### config.mk
export PLATFORM = sky130hd
export DESIGN_NAME = dbp_block_assembler
export DESIGN_NICKNAME = d
export VERILOG_FILES = /design/src/rtl/ebpc_pkg.sv /design/src/rtl/dbp_block_fifo.sv /design/src/rtl/dbp_block_assembler.sv
export SDC_FILE = /design/constraint.sdc
export NUM_CORES = 1
export LEC_CHECK = 0
export BUFFER_PORTS_ARGS = -buffer_cell sky130_fd_sc_hd__buf_2
export CORE_MARGIN = 1.5
export CORE_UTILIZATION = 59
export DETAILED_ROUTE_END_ITERATION = 12
export HOLD_SLACK_MARGIN = 0.12
export PLACE_DENSITY = 0.89
export SYNTH_ARGS = -nofsm -noshare
export SYNTH_HDL_FRONTEND = slang
export SYNTH_SLANG_ARGS = --single-unit
export TNS_END_PERCENT = 5
### constraint.sdc
create_clock -name clk_i -period 3.71 [get_ports clk_i]
set_input_delay 0.742 -clock clk_i [delete_from_list [all_inputs] [get_ports clk_i]]
set_output_delay 0.742 -clock clk_i [all_outputs]
set_load 0.03 [all_outputs]
### src/rtl/ebpc_pkg.sv
// Shared defaults and state type for the DBP block assembler.
package ebpc_pkg;

    localparam int DATA_W_DEF     = 8;
    localparam int BLOCK_SIZE_DEF = 8;

    typedef enum logic {
        WAIT_BASE = 1'b0,
        FILLING   = 1'b1
    } asm_state_e;

endpackage

### src/rtl/dbp_block_fifo.sv
// Small synchronous FIFO holding assembled blocks; output reads as zero while empty.
module dbp_block_fifo #(
    parameter int WIDTH = 8,
    parameter int DEPTH = 2,
    localparam int CW   = $clog2(DEPTH + 1)
) (
    input  logic             clk_i,
    input  logic             rst_ni,
    input  logic             clr,
    input  logic             wr_en,
    input  logic [WIDTH-1:0] wr_data,
    input  logic             rd_en,
    output logic [WIDTH-1:0] rd_data,
    output logic             valid,
    output logic             full,
    output logic [CW-1:0]    count
);
    localparam int AW = (DEPTH > 1) ? $clog2(DEPTH) : 1;

    logic [WIDTH-1:0] mem [DEPTH];
    logic [AW-1:0]    rd_ptr;
    logic [AW-1:0]    wr_ptr;
    logic             do_wr;
    logic             do_rd;

    function automatic logic [AW-1:0] bump(input logic [AW-1:0] p);
        return (p == AW'(DEPTH - 1)) ? '0 : p + AW'(1);
    endfunction

    // Full is taken from the registered count, so a same-cycle pop never frees a slot.
    assign full    = (count == CW'(DEPTH));
    assign valid   = (count != '0);
    assign do_wr   = wr_en & ~full;
    assign do_rd   = rd_en & valid;
    assign rd_data = valid ? mem[rd_ptr] : '0;

    always_ff @(posedge clk_i or negedge rst_ni) begin
        if (!rst_ni) begin
            rd_ptr <= '0;
            wr_ptr <= '0;
            count  <= '0;
        end else if (clr) begin
            rd_ptr <= '0;
            wr_ptr <= '0;
            count  <= '0;
        end else begin
            if (do_wr) wr_ptr <= bump(wr_ptr);
            if (do_rd) rd_ptr <= bump(rd_ptr);
            case ({do_wr, do_rd})
                2'b10:   count <= count + CW'(1);
                2'b01:   count <= count - CW'(1);
                default: count <= count;
            endcase
        end
    end

    always_ff @(posedge clk_i) begin
        if (do_wr) mem[wr_ptr] <= wr_data;
    end

endmodule

### src/rtl/dbp_block_assembler.sv
// Collects a base word plus DATA_W+1 delta-bit-plane words into a block and queues it.
module dbp_block_assembler
    import ebpc_pkg::*;
#(
    parameter int DATA_W     = DATA_W_DEF,
    parameter int BLOCK_SIZE = BLOCK_SIZE_DEF,
    parameter int DEPTH      = 2,
    localparam int PW        = BLOCK_SIZE - 1,
    localparam int FW        = $clog2(DEPTH + 1)
) (
    input  logic                     clk_i,
    input  logic                     rst_ni,
    input  logic                     clr_i,
    input  logic [DATA_W-1:0]        data_i,
    input  logic                     push_i,
    input  logic                     flush_i,
    output logic                     rdy_o,
    output logic [DATA_W-1:0]        base_o,
    output logic [DATA_W:0][PW-1:0]  dbp_o,
    output logic                     flush_o,
    output logic                     vld_o,
    input  logic                     rdy_i,
    output logic [FW-1:0]            fill_o
);
    localparam int CNTW = $clog2(DATA_W + 2);
    localparam int PLW  = 1 + DATA_W + (DATA_W + 1) * PW;

    asm_state_e              state;
    logic [CNTW-1:0]         cnt;
    logic [DATA_W-1:0]       base;
    logic [DATA_W:0][PW-1:0] sr;
    logic [DATA_W:0][PW-1:0] sr_shift;
    logic                    last_plane;
    logic                    would_write;
    logic                    accept;
    logic                    flush_go;
    logic                    fifo_full;
    logic                    wr_en;
    logic [PLW-1:0]          wr_data;
    logic [PLW-1:0]          rd_data;

    // Newest plane enters at the top entry; entry 0 ends up holding the oldest plane.
    assign sr_shift    = {data_i[DATA_W-1 -: PW], sr[DATA_W:1]};
    assign last_plane  = (state == FILLING) && (cnt == CNTW'(DATA_W));
    assign would_write = flush_i || (push_i && last_plane);
    assign rdy_o       = !(fifo_full && would_write);
    assign accept      = push_i & rdy_o;
    assign flush_go    = flush_i & rdy_o;

    always_comb begin
        wr_en   = 1'b0;
        wr_data = '0;
        if (flush_go) begin
            wr_en = 1'b1;
            if (state == FILLING)
                wr_data = {1'b1, base, accept ? sr_shift : sr};
            else
                wr_data = {1'b1, {(PLW - 1){1'b0}}};
        end else if (accept && last_plane) begin
            wr_en   = 1'b1;
            wr_data = {1'b0, base, sr_shift};
        end
    end

    // A flush seen in WAIT_BASE emits only a marker, so any push alongside it is dropped.
    always_ff @(posedge clk_i or negedge rst_ni) begin
        if (!rst_ni) begin
            state <= WAIT_BASE;
            cnt   <= '0;
            base  <= '0;
            sr    <= '0;
        end else if (clr_i) begin
            state <= WAIT_BASE;
            cnt   <= '0;
            base  <= '0;
            sr    <= '0;
        end else begin
            case (state)
                WAIT_BASE: begin
                    if (accept && !flush_i) begin
                        base  <= data_i;
                        sr    <= '0;
                        cnt   <= '0;
                        state <= FILLING;
                    end
                end
                FILLING: begin
                    if (flush_go) begin
                        cnt   <= '0;
                        state <= WAIT_BASE;
                    end else if (accept) begin
                        sr  <= sr_shift;
                        cnt <= cnt + CNTW'(1);
                        if (last_plane) state <= WAIT_BASE;
                    end
                end
                default: state <= WAIT_BASE;
            endcase
        end
    end

    dbp_block_fifo #(
        .WIDTH (PLW),
        .DEPTH (DEPTH)
    ) u_fifo (
        .clk_i   (clk_i),
        .rst_ni  (rst_ni),
        .clr     (clr_i),
        .wr_en   (wr_en),
        .wr_data (wr_data),
        .rd_en   (rdy_i),
        .rd_data (rd_data),
        .valid   (vld_o),
        .full    (fifo_full),
        .count   (fill_o)
    );

    assign {flush_o, base_o, dbp_o} = rd_data;

endmodule
==> results of run 1 <==
==> metrics by stage <==
step	instance area (sq um)	utilization	cells	worst slack (ns)
after global routing	10500	0.683	935	0.557
after CTS	10500	0.683	935	0.638
after floorplan	9380	-	636	0.426
after global placement	9800	0.638	898	1.08
after detailed placement	9800	0.638	898	0.962
final	10500	0.683	935	0.628
==> state kept, by name, indices dropped and copies added, names as in the netlist <==
register and cells:
base 8, u_fifo.rd_ptr 1, u_fifo.count 2, u_fifo.mem 144
cnt 4, sr 63, state 1, u_fifo.wr_ptr 1
==> critical path, delay by kind of cell (launching register included) <==
family | cells | cell delay [ns]
flip-flops | 1 | 0.89
buffers and inverters | 2 | 0.58
multiplexers | 1 | 0.29
AND/OR/NAND/NOR | 1 | 0.08
==> where the power goes <==
group | internal (mW) | switching (mW)
clock | 1.29 | 0.882
combinational | 0.154 | 0.384
sequential | 2.74 | 0.0506
total | 4.18 | 1.32
==> placed cells by master (no fill, tap or decap), drive strengths merged <==
cell and count:
and3 1, nand3 2, dfrtp 80, or3 1, or2 1, nor2b 2, a211oi 1, xor2 1
and2 9, edfxtp 144, a31oi 4, nor3b 1, inv 6, a22o 126, o21ai 4, clkbuf 26
nor2 81, clkinv 7, o2111a 1, a21oi 12, nand2b 3, and3b 1, nor4 1, o2bb2ai 1
bufinv 3, mux2i 72, a2111oi 1, buf 100, a311oi 1, ha 2, a31o 1, clkinvlp 1
nand2 25, xnor2 2
==> routing by layer <==
layer  share of wire  vias up
li1                -     2559
met2            0.48      308
met4           0.019        0
met3           0.082       38
met5               0        -
met1            0.42     2846
==> final cells by class <==
class / instances / area share
multi-input combinational: 357 / 0.251
clock buffer: 26 / 0.0537
tap: 211 / 0.0251
sequential: 224 / 0.603
clock inverter: 11 / 0.0127
inverter: 6 / 0.00214
timing repair buffer: 100 / 0.0529
==> path summary, 6_finish.rpt <==
kind                       cells after the start  slack (ns)                     endpoint                 startpoint
min in group clk_i                             2        0.50  u_fifo.count[1]$_DFFE_PN0P_                      rdy_i
hold / removal                                 1        0.42          base[7]$_DFFE_PN0P_                     rst_ni
max in group asynchronous                      1        2.48    u_fifo.rd_ptr$_DFFE_PN0P_                     rst_ni
setup / recovery                               4        0.63                    dbp_o[14]  u_fifo.rd_ptr$_DFFE_PN0P_
setup reg to reg                               6        0.96  u_fifo.mem[1][68]$_DFFE_PP_         cnt[0]$_DFFE_PN0P_
hold reg to reg                                1        0.51            sr[4]$_DFFE_PN0P_          sr[4]$_DFFE_PN0P_
==> cell families (layout without fill, tap and decap cells) <==
group	count (synthesis)	after routing	synth area share
XOR/XNOR	3	3	0.00280
adder cells (fa/ha/maj)	2	2	0.00267
flip-flops	224	224	0.675
multiplexers	72	72	0.0769
AO/OA/AOI/OAI	152	152	0.138
AND/OR/NAND/NOR	128	128	0.0583
buffers and inverters	55	143	0.0464
==> results.cfg, run 1 <==
[run_status]
status = finished clean

[clock_tree]
cts_max_level = 1
post-cts-setup-buffers = 0
hold_buffers = 0
cts_max_path_buffers = 3
insertion_delay_ns = 0.49
cts_sinks = 224
clk_pin_slew_worst_paths_ns = 0.06
cts_buffers = 21
cts_tree = yes
cts-root-buf = clkbuf_16
cts_resized = 0

[global_route]
grtUsageTotal = 0.230
grt_max_degree = 81
grt_busiest_layer = met2
grt_remaining_overflow = 0
use_met2 = 0.372
grt_pass1_wl_microns = 29800
grt_pass1_vias = 5606
antenna_found_initial = 0
gr-usage-met1 = 0.327
grtUsageMet3 = 0.0413

[critical_path]
worstPathMaxFanout = 38
slowest_delay_ns = 0.89
worstPathCellList = buf_12 > mux2i_1 > nor2_1 > buf_2
crit_type = register to primary output
setup.worst_path.start_class = register
arrival_ns = 2.34
cp.required_ns = 2.97
cp-end-kind = primary output
cpMaxStageDelayCell = dfrtp_4

[cells_and_area]
nets = 726
ff_latch_area_sq_um = 6330
diodes = 0
synthToLayoutAreaGrowth_pct = 12.0
drive_gt1_frac = 0.199
multiInputGateArea_sq_um = 2630
fillCellCount = 955

[route]
drt_wl_total_microns = 19000
ant_nets = 0
post-route-drc-count = 0
route.vias.total = 5751
drt-pass1-iter-count = 5
wl_per_cell_microns = 20.3
avgViaCountPerCell = 6.15
dr.first_iter.drc_count = 674

[synthesis]
yosys.area.top_type = edfxtp_1
ys_ff_latch = 224
yosys-top-cells-area = edfxtp_1, dfrtp_1, a22o_1
avgSynthCellArea_sq_um = 14.7
synth.cells.most_frequent = edfxtp_1, a22o_1, dfrtp_1, nor2_1, mux2i_1
synthMostInstantiatedCell = edfxtp_1
async_flop_share = 0.357
synth_area_sq_um = 9380
ys_seq_area_frac = 0.675
synth_top_area_frac = 0.461
yosysWarningCount = 0
synthFlopType = edfxtp_1
synth_nets = 652
synth_cells = 636
synth_edf_count = 144
synth_cell_types = 38

[timing]
min_period_ns = 3.08
rsz0062_at_grt = no
setup_tns_ns = 0
holdWs_ns = 0.416
skew_ns = 0.0147
tightest_slew_ns = 1.04
maxSlewViolCount = 0
fmax_ghz = 0.324
setup_viol = 0
max-slew-margin-rel = 0.304
fin_crit_sh = 0.831
hold_violations = 0

[placed_design]
dpl.hpwl_microns = 11000
io_buffers = 89
routabilityCongestion = 0.878

[die]
dieArea_sq_um = 16700
start_util = 0.610
die_x_microns = 129
design.core.area_sq_um = 15400
io_pins = 90
rows = 45
die_y_microns = 129

[power_and_ir_drop]
total_power_mw = 5.50
vdd_ir_drop_max_mv = 0.442
p_leak_nw = 4.26
powerDensity_nw_per_um2 = 524

[run]
drv_cap = 0

[hold_path]
hold_class = input pin to async pin
Note: power is estimated with default switching activity, not from simulation.
==> run 2: changes to the inputs <==
==> constraint.sdc (replaced) <==
create_clock -name clk_i -period 2.99 [get_ports clk_i]
set_input_delay 0.598 -clock clk_i [delete_from_list [all_inputs] [get_ports clk_i]]
set_output_delay 0.598 -clock clk_i [all_outputs]
set_load 0.03 [all_outputs]
==> results.cfg, run 2 (same netlist as run 1, synthesis figures left out) <==
[cells_and_area]
diodes = 0
final_common_cell = edfxtp_1
regMostFlops = u_fifo.mem
final_cell_area_sq_um = 10600
final_cell_mix = edfxtp_1, a22o_1, buf_2
fillCellCount = 951
synthToLayoutAreaGrowth_pct = 13.4
largest_reg_flops = 144
finalCoreUtilization = 0.692
drive_gt1_frac = 0.203
nets = 728
largest_registers = u_fifo.mem x144, sr x63, base x8

[route]
wl_per_cell_microns = 20.5
drt-pass1-iter-count = 5
drt_wl_total_microns = 19300
dr.first_iter.drc_count = 602
post-route-drc-count = 0
ant_nets = 0
route.vias.total = 5830
avgViaCountPerCell = 6.21

[clock_tree]
cts-root-buf = clkbuf_16
cts_tree = yes
cts_resized = 0
hold_buffers = 0
post-cts-setup-buffers = 0
clk_pin_slew_worst_paths_ns = 0.06
cts_max_path_buffers = 3
insertion_delay_ns = 0.50
cts_max_level = 1
cts_sinks = 224
cts_buffers = 22

[timing]
holdWs_ns = 0.101
worst_slack_ns = 0.202
tightest_slew_ns = 0.724
skew_ns = 0.0169
hold_violations = 0
fin_crit_sh = 0.932
maxSlewViolCount = 0
min_period_ns = 2.79
setup_tns_ns = 0
fmax_ghz = 0.359
rsz0062_at_grt = no
setup_viol = 0
max-slew-margin-rel = 0.517

[power_and_ir_drop]
vdd_ir_drop_max_mv = 0.355
powerDensity_nw_per_um2 = 663
p_sw_mw = 1.68
p_int_mw = 5.37
clkPwrFrac = 0.412
p_seq_frac = 0.490
combinationalPowerShare = 0.099
switching_share = 0.238
p_leak_nw = 4.31

[hold_path]
hold_class = input pin to async pin

[global_route]
grt_remaining_overflow = 0
grt_pass1_wl_microns = 30200
grt_pass1_vias = 5709
grtUsageTotal = 0.232
antenna_found_initial = 0
grt_max_degree = 73

[placed_design]
routabilityCongestion = 0.881
dpl.hpwl_microns = 11100
post_dp_cell_area_sq_um = 9860
io_buffers = 89
place_ws_ns = 0.552

[run]
drv_cap = 0

[critical_path]
arrival_ns = 2.19
r2r_slack_ns = 0.48
worstPathMaxFanout = 7
cp-end-kind = primary output
setup.worst_path.start_class = register
cp.required_ns = 2.39
crit_type = register to primary output

[die]
dieArea_sq_um = 16700
io_pins = 90
die_x_microns = 129
design.core.area_sq_um = 15400
die_y_microns = 129
rows = 45
start_util = 0.610

[run_status]
status = finished clean
## run 2: cell count changes in the layout (fill, tap and decap cells not counted)
cell / before / now
clkinv_4: 1 / 0
buf_12: 2 / 6
clkbuf_16: 21 / 24
inv_8: 0 / 1
buf_4: 10 / 7
## run 2: metal layers
metal	track usage	vias to the layer above	wire length (microns)
met3	0.0483	47	1830
met2	0.379	332	9530
li1	-	2561	-
met5	0	-	0
met1	0.314	2890	7360
met4	0.0846	0	543
## run 2: area by class of cell
class | count | area (sq um) | area share
Sequential cell | 224 | 6330 | 0.595
Timing Repair Buffer | 101 | 613 | 0.0576
Tap cell | 211 | 264 | 0.0248
Clock inverter | 11 | 136 | 0.0128
Clock buffer | 29 | 639 | 0.0601
Inverter | 6 | 22.5 | 0.00212
Multi-Input combinational cell | 357 | 2630 | 0.247
## run 2: power groups by stage
| stage | Sequential (mW) | Clock [mW] | Combinational, mW |
|---|---|---|---|
| 3_5_place_dp | 3.52 | 0 | 0.695 |
| 2_1_floorplan | 3.49 | 0 | 0.500 |
| 3_3_place_gp | 3.51 | 0 | 0.680 |
| 6_report | 3.45 | 2.90 | 0.694 |
| 5_1_grt | 3.46 | 3.04 | 0.744 |
| 4_1_cts | 3.45 | 2.93 | 0.700 |
## run 2: worst max-delay path: stages (launching register included)
cell     delay (ns)
dfrtp_1        0.42
inv_1          0.10
ha_1           0.16
and3b_1        0.42
a31o_1         0.30
nand2_1        0.08
buf_2          0.21
## run 2: final timing paths
path | cells past startpoint | start | end
worst min-delay path | 1 | rst_ni | sr[59]$_DFFE_PN0P_
min in group clk_i | 3 | data_i[0] | base[0]$_DFFE_PN0P_
max in group asynchronous | 2 | rst_ni | base[7]$_DFFE_PN0P_
worst max register to register | 7 | cnt[0]$_DFFE_PN0P_ | u_fifo.mem[0][67]$_DFFE_PP_
worst min register to register | 1 | sr[4]$_DFFE_PN0P_ | sr[4]$_DFFE_PN0P_
worst max-delay path | 6 | cnt[0]$_DFFE_PN0P_ | rdy_o
## run 2: per-stage QoR
step	total power, mW	std cells
5_1_grt	7.25	939
3_3_place_gp	4.19	899
4_1_cts	7.08	939
2_1_floorplan	3.99	636
6_report	7.05	939
3_5_place_dp	4.21	899
